$ cat config.mk
export PLATFORM = sky130hd
export DESIGN_NAME = spike_rate_monitor
export DESIGN_NICKNAME = d
export VERILOG_FILES = /design/src/rtl/lif_pkg.sv /design/src/rtl/spike_rate_monitor_sat_counter.sv /design/src/rtl/spike_rate_monitor.sv
export SDC_FILE = /design/constraint.sdc
export NUM_CORES = 1
export LEC_CHECK = 0
export CAP_MARGIN = 10
export CORE_UTILIZATION = 31
export CTS_CLUSTER_SIZE = 10
export DETAILED_ROUTE_END_ITERATION = 6
export HOLD_SLACK_MARGIN = 0.02
export PLACE_DENSITY_LB_ADDON = 0.1
export SLEW_MARGIN = 0
export SYNTH_ARGS = -nofsm -noshare
export SYNTH_HDL_FRONTEND = slang
export SYNTH_SLANG_ARGS = --single-unit
$ cat constraint.sdc
create_clock -name clk -period 2.1 [get_ports clk]
set_input_delay 0.42 -clock clk [delete_from_list [all_inputs] [get_ports clk]]
set_output_delay 0.42 -clock clk [all_outputs]
set_load 0.01 [all_outputs]
$ cat src/rtl/lif_pkg.sv
// Shared types and defaults for the LIF neuron datapath and its monitors.
// Holds the monitor FSM encoding, the membrane state width and default sizing.
package lif_pkg;

    localparam int LIF_STATE_W = 8;

    localparam int DEF_WINDOW_CYCLES = 256;
    localparam int DEF_CNT_W         = 8;
    localparam int DEF_ISI_W         = 8;
    localparam int DEF_BURST_THRESH  = 8;

    typedef enum logic {
        IDLE  = 1'b0,
        COUNT = 1'b1
    } mon_state_e;

endpackage

$ cat src/rtl/spike_rate_monitor_sat_counter.sv
// sat_counter: up-counter that sticks at all-ones instead of wrapping.
// Ports: clk, rst (async high), clr, load/load_val, inc -> q.
// Priority is clr over load over inc.
module sat_counter #(
    parameter int W = 8
) (
    input  logic         clk,
    input  logic         rst,
    input  logic         clr,
    input  logic         load,
    input  logic [W-1:0] load_val,
    input  logic         inc,
    output logic [W-1:0] q
);

    always_ff @(posedge clk or posedge rst) begin
        if (rst) begin
            q <= '0;
        end else if (clr) begin
            q <= '0;
        end else if (load) begin
            q <= load_val;
        end else if (inc && !(&q)) begin
            q <= q + W'(1);
        end
    end

endmodule

$ cat src/rtl/spike_rate_monitor.sv
// spike_rate_monitor: per-window spike rate, last ISI, peak membrane state
// and burst flag, offered through a one-entry valid/ready result register.
// Ports: clk, rst (async high), en, spike_in, state_in, out_ready ->
//        out_valid, rate_out, isi_out, peak_out, burst_out, overrun (sticky).
module spike_rate_monitor
    import lif_pkg::*;
#(
    parameter int          WINDOW_CYCLES = DEF_WINDOW_CYCLES,
    parameter int          CNT_W         = DEF_CNT_W,
    parameter int          ISI_W         = DEF_ISI_W,
    parameter int unsigned BURST_THRESH  = DEF_BURST_THRESH
) (
    input  logic                   clk,
    input  logic                   rst,
    input  logic                   en,
    input  logic                   spike_in,
    input  logic [LIF_STATE_W-1:0] state_in,
    input  logic                   out_ready,
    output logic                   out_valid,
    output logic [CNT_W-1:0]       rate_out,
    output logic [ISI_W-1:0]       isi_out,
    output logic [LIF_STATE_W-1:0] peak_out,
    output logic                   burst_out,
    output logic                   overrun
);

    localparam int WC_W = (WINDOW_CYCLES > 2) ? $clog2(WINDOW_CYCLES) : 1;
    localparam logic [WC_W-1:0] WIN_LAST = WC_W'(WINDOW_CYCLES - 1);
    localparam int BW = (CNT_W > 32) ? CNT_W : 32;

    mon_state_e             state;
    logic [WC_W-1:0]        win_cnt;
    logic [LIF_STATE_W-1:0] peak;
    logic [ISI_W-1:0]       last_isi;
    logic                   seen;
    logic [CNT_W-1:0]       cnt_q;
    logic [ISI_W-1:0]       isi_q;

    logic                   counting;
    logic                   start;
    logic                   stop;
    logic                   close;

    logic [CNT_W-1:0]       res_rate;
    logic [ISI_W-1:0]       res_isi;
    logic [LIF_STATE_W-1:0] res_peak;
    logic                   res_burst;

    assign counting = (state == COUNT) && en;
    assign start    = (state == IDLE) && en;
    assign stop     = (state == COUNT) && !en;
    assign close    = counting && (win_cnt == WIN_LAST);

    // Spike count restarts at close; the closing cycle's spike is folded
    // into the offered result below rather than into the counter.
    sat_counter #(
        .W(CNT_W)
    ) u_cnt (
        .clk      (clk),
        .rst      (rst),
        .clr      (start | stop | close),
        .load     (1'b0),
        .load_val ('0),
        .inc      (counting & spike_in),
        .q        (cnt_q)
    );

    // ISI timer runs across window boundaries; cleared only on FSM moves.
    sat_counter #(
        .W(ISI_W)
    ) u_isi (
        .clk      (clk),
        .rst      (rst),
        .clr      (start | stop),
        .load     (counting & spike_in),
        .load_val (ISI_W'(1)),
        .inc      (counting & ~spike_in),
        .q        (isi_q)
    );

    // Result as it stands including this cycle's sample.
    always_comb begin
        res_rate = cnt_q;
        if (spike_in && !(&cnt_q)) begin
            res_rate = cnt_q + CNT_W'(1);
        end
        res_isi = last_isi;
        if (spike_in && seen) begin
            res_isi = isi_q;
        end
        res_peak  = (state_in > peak) ? state_in : peak;
        res_burst = (BW'(res_rate) >= BW'(BURST_THRESH));
    end

    always_ff @(posedge clk or posedge rst) begin
        if (rst) begin
            state <= IDLE;
        end else if (start) begin
            state <= COUNT;
        end else if (stop) begin
            state <= IDLE;
        end
    end

    always_ff @(posedge clk or posedge rst) begin
        if (rst) begin
            win_cnt  <= '0;
            peak     <= '0;
            last_isi <= '0;
            seen     <= 1'b0;
        end else if (start || stop) begin
            win_cnt  <= '0;
            peak     <= '0;
            last_isi <= '0;
            seen     <= 1'b0;
        end else if (counting) begin
            win_cnt  <= close ? '0 : win_cnt + WC_W'(1);
            peak     <= close ? '0 : res_peak;
            last_isi <= res_isi;
            if (spike_in) begin
                seen <= 1'b1;
            end
        end
    end

    always_ff @(posedge clk or posedge rst) begin
        if (rst) begin
            out_valid <= 1'b0;
            rate_out  <= '0;
            isi_out   <= '0;
            peak_out  <= '0;
            burst_out <= 1'b0;
            overrun   <= 1'b0;
        end else if (close) begin
            if (!out_valid || out_ready) begin
                out_valid <= 1'b1;
                rate_out  <= res_rate;
                isi_out   <= res_isi;
                peak_out  <= res_peak;
                burst_out <= res_burst;
            end else begin
                overrun <= 1'b1;
            end
        end else if (out_valid && out_ready) begin
            out_valid <= 1'b0;
        end
    end

endmodule
After elaboration in Yosys (flattened, before gate mapping)
Cells that the tools add are included.
- flip-flop bits (word level): 69
- bits of input ports: 13
- logic and storage cells: 78
- add/sub/neg operators: 3
- order comparisons: 2
- equality and inequality tests: 2
- mux-type cells: 24
- bitwise logic cells: 7
- reduce and logical (&&, ||, !) cells: 27
- operators with widths (operator ; count):
    $mux 8 ; 16
    $add 8x1->8 const B ; 3
    $reduce_and 8->1 ; 2
    $reduce_bool 2->1 ; 5
    $logic_and 1x1->1 ; 9
    $eq 8x8->1 const B ; 1
    $ge 8x4->1 const B ; 1
    $gt 8x8->1 ; 1
    $mux 1 ; 8
    $reduce_and 2->1 ; 4
    $logic_not 1->1 ; 4
    $not 1->1 ; 3
    $reduce_bool 3->1 ; 1
    $and 1x1->1 ; 2
    $logic_or 1x1->1 ; 2
    $ne 2x1->1 const B ; 1
    $or 1x1->1 ; 2

Longest topological paths before layout
Gate-level depths: netlist of the first run.
- depth in word-level cells: 6
- mapped depth: 8
- gate-level depth less buffers: 7

Cells and area by module
Synthesis of the first run repeated with hierarchy kept, for this count alone.
- cells, all modules: 416
- area total of the unflattened synthesis: 3978.8 sq um
- modules (own cells, without submodules) (module ; times used ; cells each ; area each (sq um)):
    spike_rate_monitor ; 1 ; 294 ; 2910.3
    sat_counter ; 2 ; 61 ; 534.3

Least setup slack after synthesis of the first run
Ideal clock, no wire load.
- kind: input-to-reg
- start: input port state_in[3]
- end: register peak_out[7]
- library setup time: 0.124 ns
- data arrival time: 1.781 ns
- required time: 1.976 ns
- path slack: 0.195 ns
- stages on the path: 7
- buffers on the path: 1
- path through: ha_1 nand4_1 nor2_1 a211o_1 buf_2 and4_1 a211o_1
- word-level cells in the longest chain between the ends: 2
- ends and longest elaborated chain (what ; RTL line ; text):
    start, declared ; spike_rate_monitor.sv:17 ; input logic [LIF_STATE_W-1:0] state_in,
    $gt 8x8->1 ; spike_rate_monitor.sv:91 ; res_peak = (state_in > peak) ? state_in : peak;
    $mux 8 ; spike_rate_monitor.sv:91 ;
    end signal, assigned ; spike_rate_monitor.sv:139 ; peak_out <= res_peak;
    end, declared ; spike_rate_monitor.sv:22 ; output logic [LIF_STATE_W-1:0] peak_out,
No other way between the ends.
A chain may end at the register's enable or synchronous reset.

Worst setup path in the final report of the first run
- start: input port state_in[4]
- end: register peak[6]
- word-level cells in the longest chain between the ends: 5
- ends and longest elaborated chain (what ; RTL line ; text):
    $gt 8x8->1 ; spike_rate_monitor.sv:91 ;
    $mux 8 ; spike_rate_monitor.sv:91 ;
    $mux 8 ; spike_rate_monitor.sv:118 ; peak <= close ? '0 : res_peak;
    $mux 8 ; spike_rate_monitor.sv:116 ; end else if (counting) begin
    $mux 8 ; spike_rate_monitor.sv:111 ; end else if (start || stop) begin
    end signal, assigned ; spike_rate_monitor.sv:118 ;
    end, declared ; spike_rate_monitor.sv:33 ; logic [LIF_STATE_W-1:0] peak;
No other way between the ends. The select of a mux whose other input is x is not followed.

==> results.cfg, run 1 <==
[critical_path]
critical_path.cell_chain = clkdlybuf4s50_1 > ha_1 > nand4_1 > a211o_4 > a31o_2 > a22o_1
max_stage_delay_ns = 0.45
timing.critical_path.max_delay_family = compound AO/OA/AOI/OAI gates
critical_path.endpoint_type = flip-flop
worst_r2r_endpoint = peak[6]
critPathArrivalTime_ns = 2.28
sort_of_element_at_the_start_of_the_critical_path = input pin
timing.critical_path.required_ns = 2.32
worstSetupPathType = in2reg
worst-path-max-fanout = 8
cpMaxStageDelayCell = sky130_fd_sc_hd__clkdlybuf4s50_1
setup.reg_to_reg.worst_slack_ns = 0.13
timing.critical_path.buf_inv = 1
reg2regPathDepth = 6
regToRegStartpoint = peak[6]

[finish]
mostFrequentLayoutCells = sky130_fd_sc_hd__dfrtp_1 (69), sky130_fd_sc_hd__nand2_1 (54), sky130_fd_sc_hd__clkdlybuf4s50_1 (39), sky130_fd_sc_hd__buf_4 (39), sky130_fd_sc_hd__nor2_1 (31)
nets = 487
antennaDiodeCount = 0
drive_gt1_share_pct = 15.3
mostFrequentLayoutCell = sky130_fd_sc_hd__dfrtp_1
fillers = 1166
flow.area_growth_from_synthesis_pct = 29.6

[routing]
routed-via-count = 3043
wire_per_inst_um = 14.4
ant_nets = 0
post-route-drc-count = 0
detail_route.wirelength_mm = 8.73
drt_iter0_markers = 89
avgViaCountPerCell = 5.02
dr.pass1.iters = 4

[floorplan]
die_w_um = 111
initial_core_utilization_pct = 32.2
die-height_um = 111
pin_count = 40
placement_rows = 39
core_um2 = 11500
die_area_um2 = 12400

[yosys]
count_of_flip_flops_with_a_built_in_enable_after_synthesis = 0
synth.ff_latch_count = 69
synthCells = 392
synth-main-ff-cell = sky130_fd_sc_hd__dfrtp_1
async_flop_share_pct = 100
post_synth_instance_area_um2 = 3710
synth_top_area_cell = sky130_fd_sc_hd__dfrtp_1
synth_area_leaders = sky130_fd_sc_hd__dfrtp_1 (47%), sky130_fd_sc_hd__nand2_1 (5.5%), sky130_fd_sc_hd__ha_1 (4.7%)
syn-mean-instance-area_um2 = 9.46
synthesis.nets = 419
synth_top_cell_area_share_pct = 46.6
ys.warnings.count = 0
synth_cell_types = 49
synth_sequential_area_ratio_pct = 46.6

[clock_tree]
cts_max_level = 3
clk_root_buffer_cell = sky130_fd_sc_hd__clkbuf_16
path_clk_slew_ns = 0.06
clock_latency_late_sink_ns = 0.33
hold_buffers = 0
clock_sink_count = 69
cts_max_path_buffers = 2
cts_tree = yes
numCtsBuffers = 9

[global_route]
largest_net_degree_at_the_start_of_global_routing = 70
track_usage_pct = 15.2
first_global_vias = 3050
grt-ovfl-total = 0
global_route_wire_length_before_repair_mm = 14.9
antenna_violations_before_repair = 0

[place]
gp_congestion = 0.749
detailed_placement_hpwl_mm = 5.99
place.port_buffers = 39

[timing]
layout_min_cycle_time_ns = 2.06
worstMarginPinSlew_ns = 0.393
rsz0062_at_grt = yes
worst_slew_margin_pct = 73.8
max_clock_freq_mhz = 484
fin_setup_tns_ns = 0
hold_slack_ns = 0.461
setup-violations-final = 0
final_min_period_over_clock_period_pct = 98.3
timing.final.hold_violations = 0
skew_ns = 0.00723
drv_slew = 0

[power]
swShare_pct = 30.9
static_leakage_power_nw = 2.14
power_mw = 4.00
p_int_mw = 2.76
worst_ir_drop_on_vdd_mv = 0.316
combPwrFrac_pct = 26.4
share_of_power_burned_in_the_clock_network_pct = 34.5
power.sequential.fraction_pct = 39.1
power_dissipated_by_switching_net_loads_mw = 1.23
power_density_nw_per_um2 = 832

[min_path]
min-delay-start = overrun
worstHoldPathCells = 1
min-delay-path-class = reg2reg
timing.hold.worst_endpoint = overrun

[outcome]
result_of_the_run = completed

[job]
cap_viol_max_count = 0
## metrics by stage
| stage | instance area, um^2 | worst slack [ns] | utilization (%) | std cells |
|---|---|---|---|---|
| 6_report | 4800 | 0.0356 | 41.7 | 606 |
| 5_1_grt | 4800 | -0.0179 | 41.7 | 606 |
| 4_1_cts | 4750 | 0.0320 | 41.3 | 604 |
| 3_5_place_dp | 4490 | -0.307 | 39.0 | 590 |
| 3_3_place_gp | 4490 | -0.278 | 39.0 | 590 |
| 2_1_floorplan | 3710 | 0.195 | - | 392 |
## layout make-up
type | instances | area, um^2 | share of cell area, %
Tap cell | 143 | 179 | 3.72
Clock inverter | 2 | 10.0 | 0.208
Clock buffer | 12 | 256 | 5.34
Multi-Input combinational cell | 284 | 1830 | 38.1
Inverter | 13 | 52.6 | 1.09
Sequential cell | 69 | 1730 | 35.9
Timing Repair Buffer | 83 | 751 | 15.6
## synth_stat cells (all sizes together) (2+ instances only)
library cell / number
nor3b: 2
a311oi: 2
a211o: 2
a22oi: 9
xor2: 8
xnor2: 3
clkbuf: 16
buf: 10
nand2b: 3
nand4: 11
o21ai: 28
nor2b: 3
o211ai: 9
inv: 13
nand2: 54
a21o: 4
nor3: 5
mux2i: 11
nor2: 31
a22o: 8
o31ai: 3
nand3: 12
ha: 14
and2: 7
and3: 7
a31oi: 9
and4: 3
a211oi: 5
a21oi: 22
dfrtp: 69
## power groups by stage
stage	sequential, mW	clock [mW]	combinational, mW
floorplan	1.55	0	0.657
global placement	1.58	0	1.03
detailed placement	1.58	0	1.05
CTS	1.56	1.43	1.05
global route	1.58	1.50	1.19
finish	1.56	1.38	1.05
## timing repair
item	4_1_cts	5_1_grt
endpoints found under the hold margin	0	0
setup buffers	0	1
gates resized for setup	0	8
setup endpoints to repair	0	18
## cell families (layout without fill, tap and decap cells)
group,count (synthesis),after routing,synth area share [%]
simple gates,142,142,19.3
mux,11,11,2.97
buf+inv,39,110,4.89
fa+ha+maj,14,14,4.72
xor+xnor,11,11,2.60
flops,69,69,46.6
compound gates,106,106,18.9
## flip-flops by register name, indices dropped and copies added, names as in the netlist
signal / flops
isi_out: 8
last_isi: 8
peak: 8
peak_out: 8
rate_out: 8
u_cnt.q: 8
u_isi.q: 8
win_cnt: 8
burst_out: 1
out_valid: 1
overrun: 1
seen: 1
state: 1
## worst max path at each step
| stage | start | end | cells past startpoint |
|---|---|---|---|
| finish | state_in[4] | peak[6] | 6 |
| global route | state_in[7] | peak[1] | 7 |
| CTS | state_in[3] | peak_out[0] | 8 |
| detailed placement | state_in[3] | peak[4] | 7 |
| global placement | state_in[3] | peak[6] | 7 |
| floorplan | state_in[3] | peak_out[7] | 7 |
## per-layer routing
layer  GRT usage, %  share of wire [%]  vias up
met1           20.5                 50     1459
met2           23.5                 46       33
met5              0                  0        -
li1               -                  -     1543
met4           5.68                1.4        0
met3           3.92                2.7        8
Note: power is estimated with default switching activity, not from simulation.
==> run 2, diff against run 1 <==
--- a/config.mk
+++ b/config.mk
@@ -6,6 +6,7 @@
 export NUM_CORES = 1
 export LEC_CHECK = 0
 export CAP_MARGIN = 10
+export CORE_ASPECT_RATIO = 0.9
 export CORE_UTILIZATION = 31
 export CTS_CLUSTER_SIZE = 10
 export DETAILED_ROUTE_END_ITERATION = 6
==> results.cfg, run 2 (synthesis results as in run 1) <==
[critical_path]
worstSetupPathType = in2reg
sort_of_element_at_the_start_of_the_critical_path = input pin
critPathArrivalTime_ns = 2.29
timing.critical_path.required_ns = 2.37
worst-path-max-fanout = 8
critical_path.endpoint_type = flip-flop

[floorplan]
core_um2 = 11500
placement_rows = 37
pin_count = 40
die-height_um = 106
initial_core_utilization_pct = 32.2
die_area_um2 = 12400
die_w_um = 117

[timing]
worst_slew_margin_pct = 55.4
final_min_period_over_clock_period_pct = 96.3
final.setup.worst_slack_ns = 0.0787
setup-violations-final = 0
timing.final.hold_violations = 0
skew_ns = 0.00630
max_clock_freq_mhz = 495
layout_min_cycle_time_ns = 2.02
rsz0062_at_grt = no
worstMarginPinSlew_ns = 0.667
hold_slack_ns = 0.469
drv_slew = 0

[routing]
drt_iter0_markers = 166
routed-via-count = 3045
ant_nets = 0
wire_per_inst_um = 14.1
post-route-drc-count = 0
detail_route.wirelength_mm = 8.65
avgViaCountPerCell = 4.98
dr.pass1.iters = 4

[power]
worst_ir_drop_on_vdd_mv = 0.366
power_density_nw_per_um2 = 864
static_leakage_power_nw = 2.12

[clock_tree]
clock_latency_late_sink_ns = 0.33
clk_root_buffer_cell = sky130_fd_sc_hd__clkbuf_16
numCtsBuffers = 9
cts_tree = yes
cts_max_path_buffers = 2
clock_sink_count = 69
hold_buffers = 0
cts_max_level = 3
path_clk_slew_ns = 0.06

[global_route]
largest_net_degree_at_the_start_of_global_routing = 70
antenna_violations_before_repair = 0
grt-ovfl-total = 0
track_usage_pct = 15.4
global_route_wire_length_before_repair_mm = 14.6
first_global_vias = 2958

[finish]
fillers = 1143
flow.area_growth_from_synthesis_pct = 29.8
antennaDiodeCount = 0
drive_gt1_share_pct = 13.8
post_layout_util_pct = 41.8
nets = 478
final_cell_area_um2 = 4810
mostFrequentLayoutCell = sky130_fd_sc_hd__dfrtp_1
mostFrequentLayoutCells = sky130_fd_sc_hd__dfrtp_1 (69), sky130_fd_sc_hd__nand2_1 (54), sky130_fd_sc_hd__clkdlybuf4s50_1 (38), sky130_fd_sc_hd__nor2_1 (31), sky130_fd_sc_hd__buf_4 (30)

[outcome]
result_of_the_run = completed

[job]
cap_viol_max_count = 0

[place]
gp_congestion = 0.780
dpl_cell_area_um2 = 4470
post_placement_setup_slack_ns = -0.361
detailed_placement_hpwl_mm = 5.93
place.port_buffers = 39

[min_path]
min-delay-path-class = in2reg
## run 2: changes by cell type in the layout (fill, tap and decap cells not counted), sizes merged
| cell | delta |
|---|---|
| clkinvlp | +2 |
| bufinv | +1 |
| dlymetal6s2s | +1 |
| buf | -9 |
| clkdlybuf4s50 | -1 |
| clkbuf | -1 |
## run 2: stage by stage
stage                     TNS, ns  std cells  total power, mW
final                           0        612             4.16
after global routing            0        612             4.42
after CTS                       0        611             4.19
after detailed placement    -9.85        595             2.60
after global placement      -8.98        595             2.58
after floorplan                 0        392             2.21
## run 2: per-layer routing
layer	vias up	GRT usage (%)	wire length (um)
met5	-	0	0
met4	0	6.60	159
met3	12	3.91	282
met2	46	22.4	3820
met1	1464	21.6	4390
li1	1523	-	-
## run 2: layout make-up
| type | instances | area [um^2] | share of cell area [%] |
|---|---|---|---|
| timing repair buffer | 74 | 709 | 14.7 |
| tap | 156 | 195 | 4.06 |
| sequential | 69 | 1730 | 35.9 |
| clock inverter | 5 | 58.8 | 1.22 |
| inverter | 13 | 52.6 | 1.09 |
| multi-input combinational | 284 | 1820 | 37.8 |
| clock buffer | 11 | 253 | 5.25 |
## run 2: final timing paths
check	start	endpoint	slack, ns	depth (start not counted)
setup / recovery	state_in[7]	peak[6]	0.08	7
hold / removal	state_in[0]	peak[0]	0.47	3
setup reg to reg	peak[7]	peak[6]	0.19	7
hold reg to reg	overrun	overrun	0.47	1
max in group asynchronous	rst	peak_out[4]	1.22	3
min in group asynchronous	rst	rate_out[7]	0.51	3
## run 2: power by group
part / total, mW / internal [mW] / switching (mW) / leakage (nW)
registers: 1.56 / 1.44 / 0.116 / 0.952
logic: 1.04 / 0.450 / 0.585 / 1.02
clock network: 1.57 / 0.983 / 0.582 / 0.148
total: 4.16 / 2.88 / 1.28 / 2.12
## run 2: repair_timing
action,CTS,global route
resized for setup,0,7
buffers inserted,0,1
endpoints found under the setup margin,0,16
endpoints found under the hold margin,0,0
## run 2: critical path, stage by stage
cell and delay, ns:
sky130_fd_sc_hd__clkdlybuf4s50_1 0.42, sky130_fd_sc_hd__ha_1 0.33, sky130_fd_sc_hd__nand4_1 0.19, sky130_fd_sc_hd__a211o_4 0.41
sky130_fd_sc_hd__a211oi_4 0.21, sky130_fd_sc_hd__buf_6 0.16, sky130_fd_sc_hd__a22o_1 0.14
==> run 3, diff against run 2 <==
--- a/config.mk
+++ b/config.mk
@@ -16,3 +16,4 @@
 export SYNTH_ARGS = -nofsm -noshare
 export SYNTH_HDL_FRONTEND = slang
 export SYNTH_SLANG_ARGS = --single-unit
+export TNS_END_PERCENT = 50
==> results of run 3 <==
Final layout, timing and power as in run 2 (identical DEF).
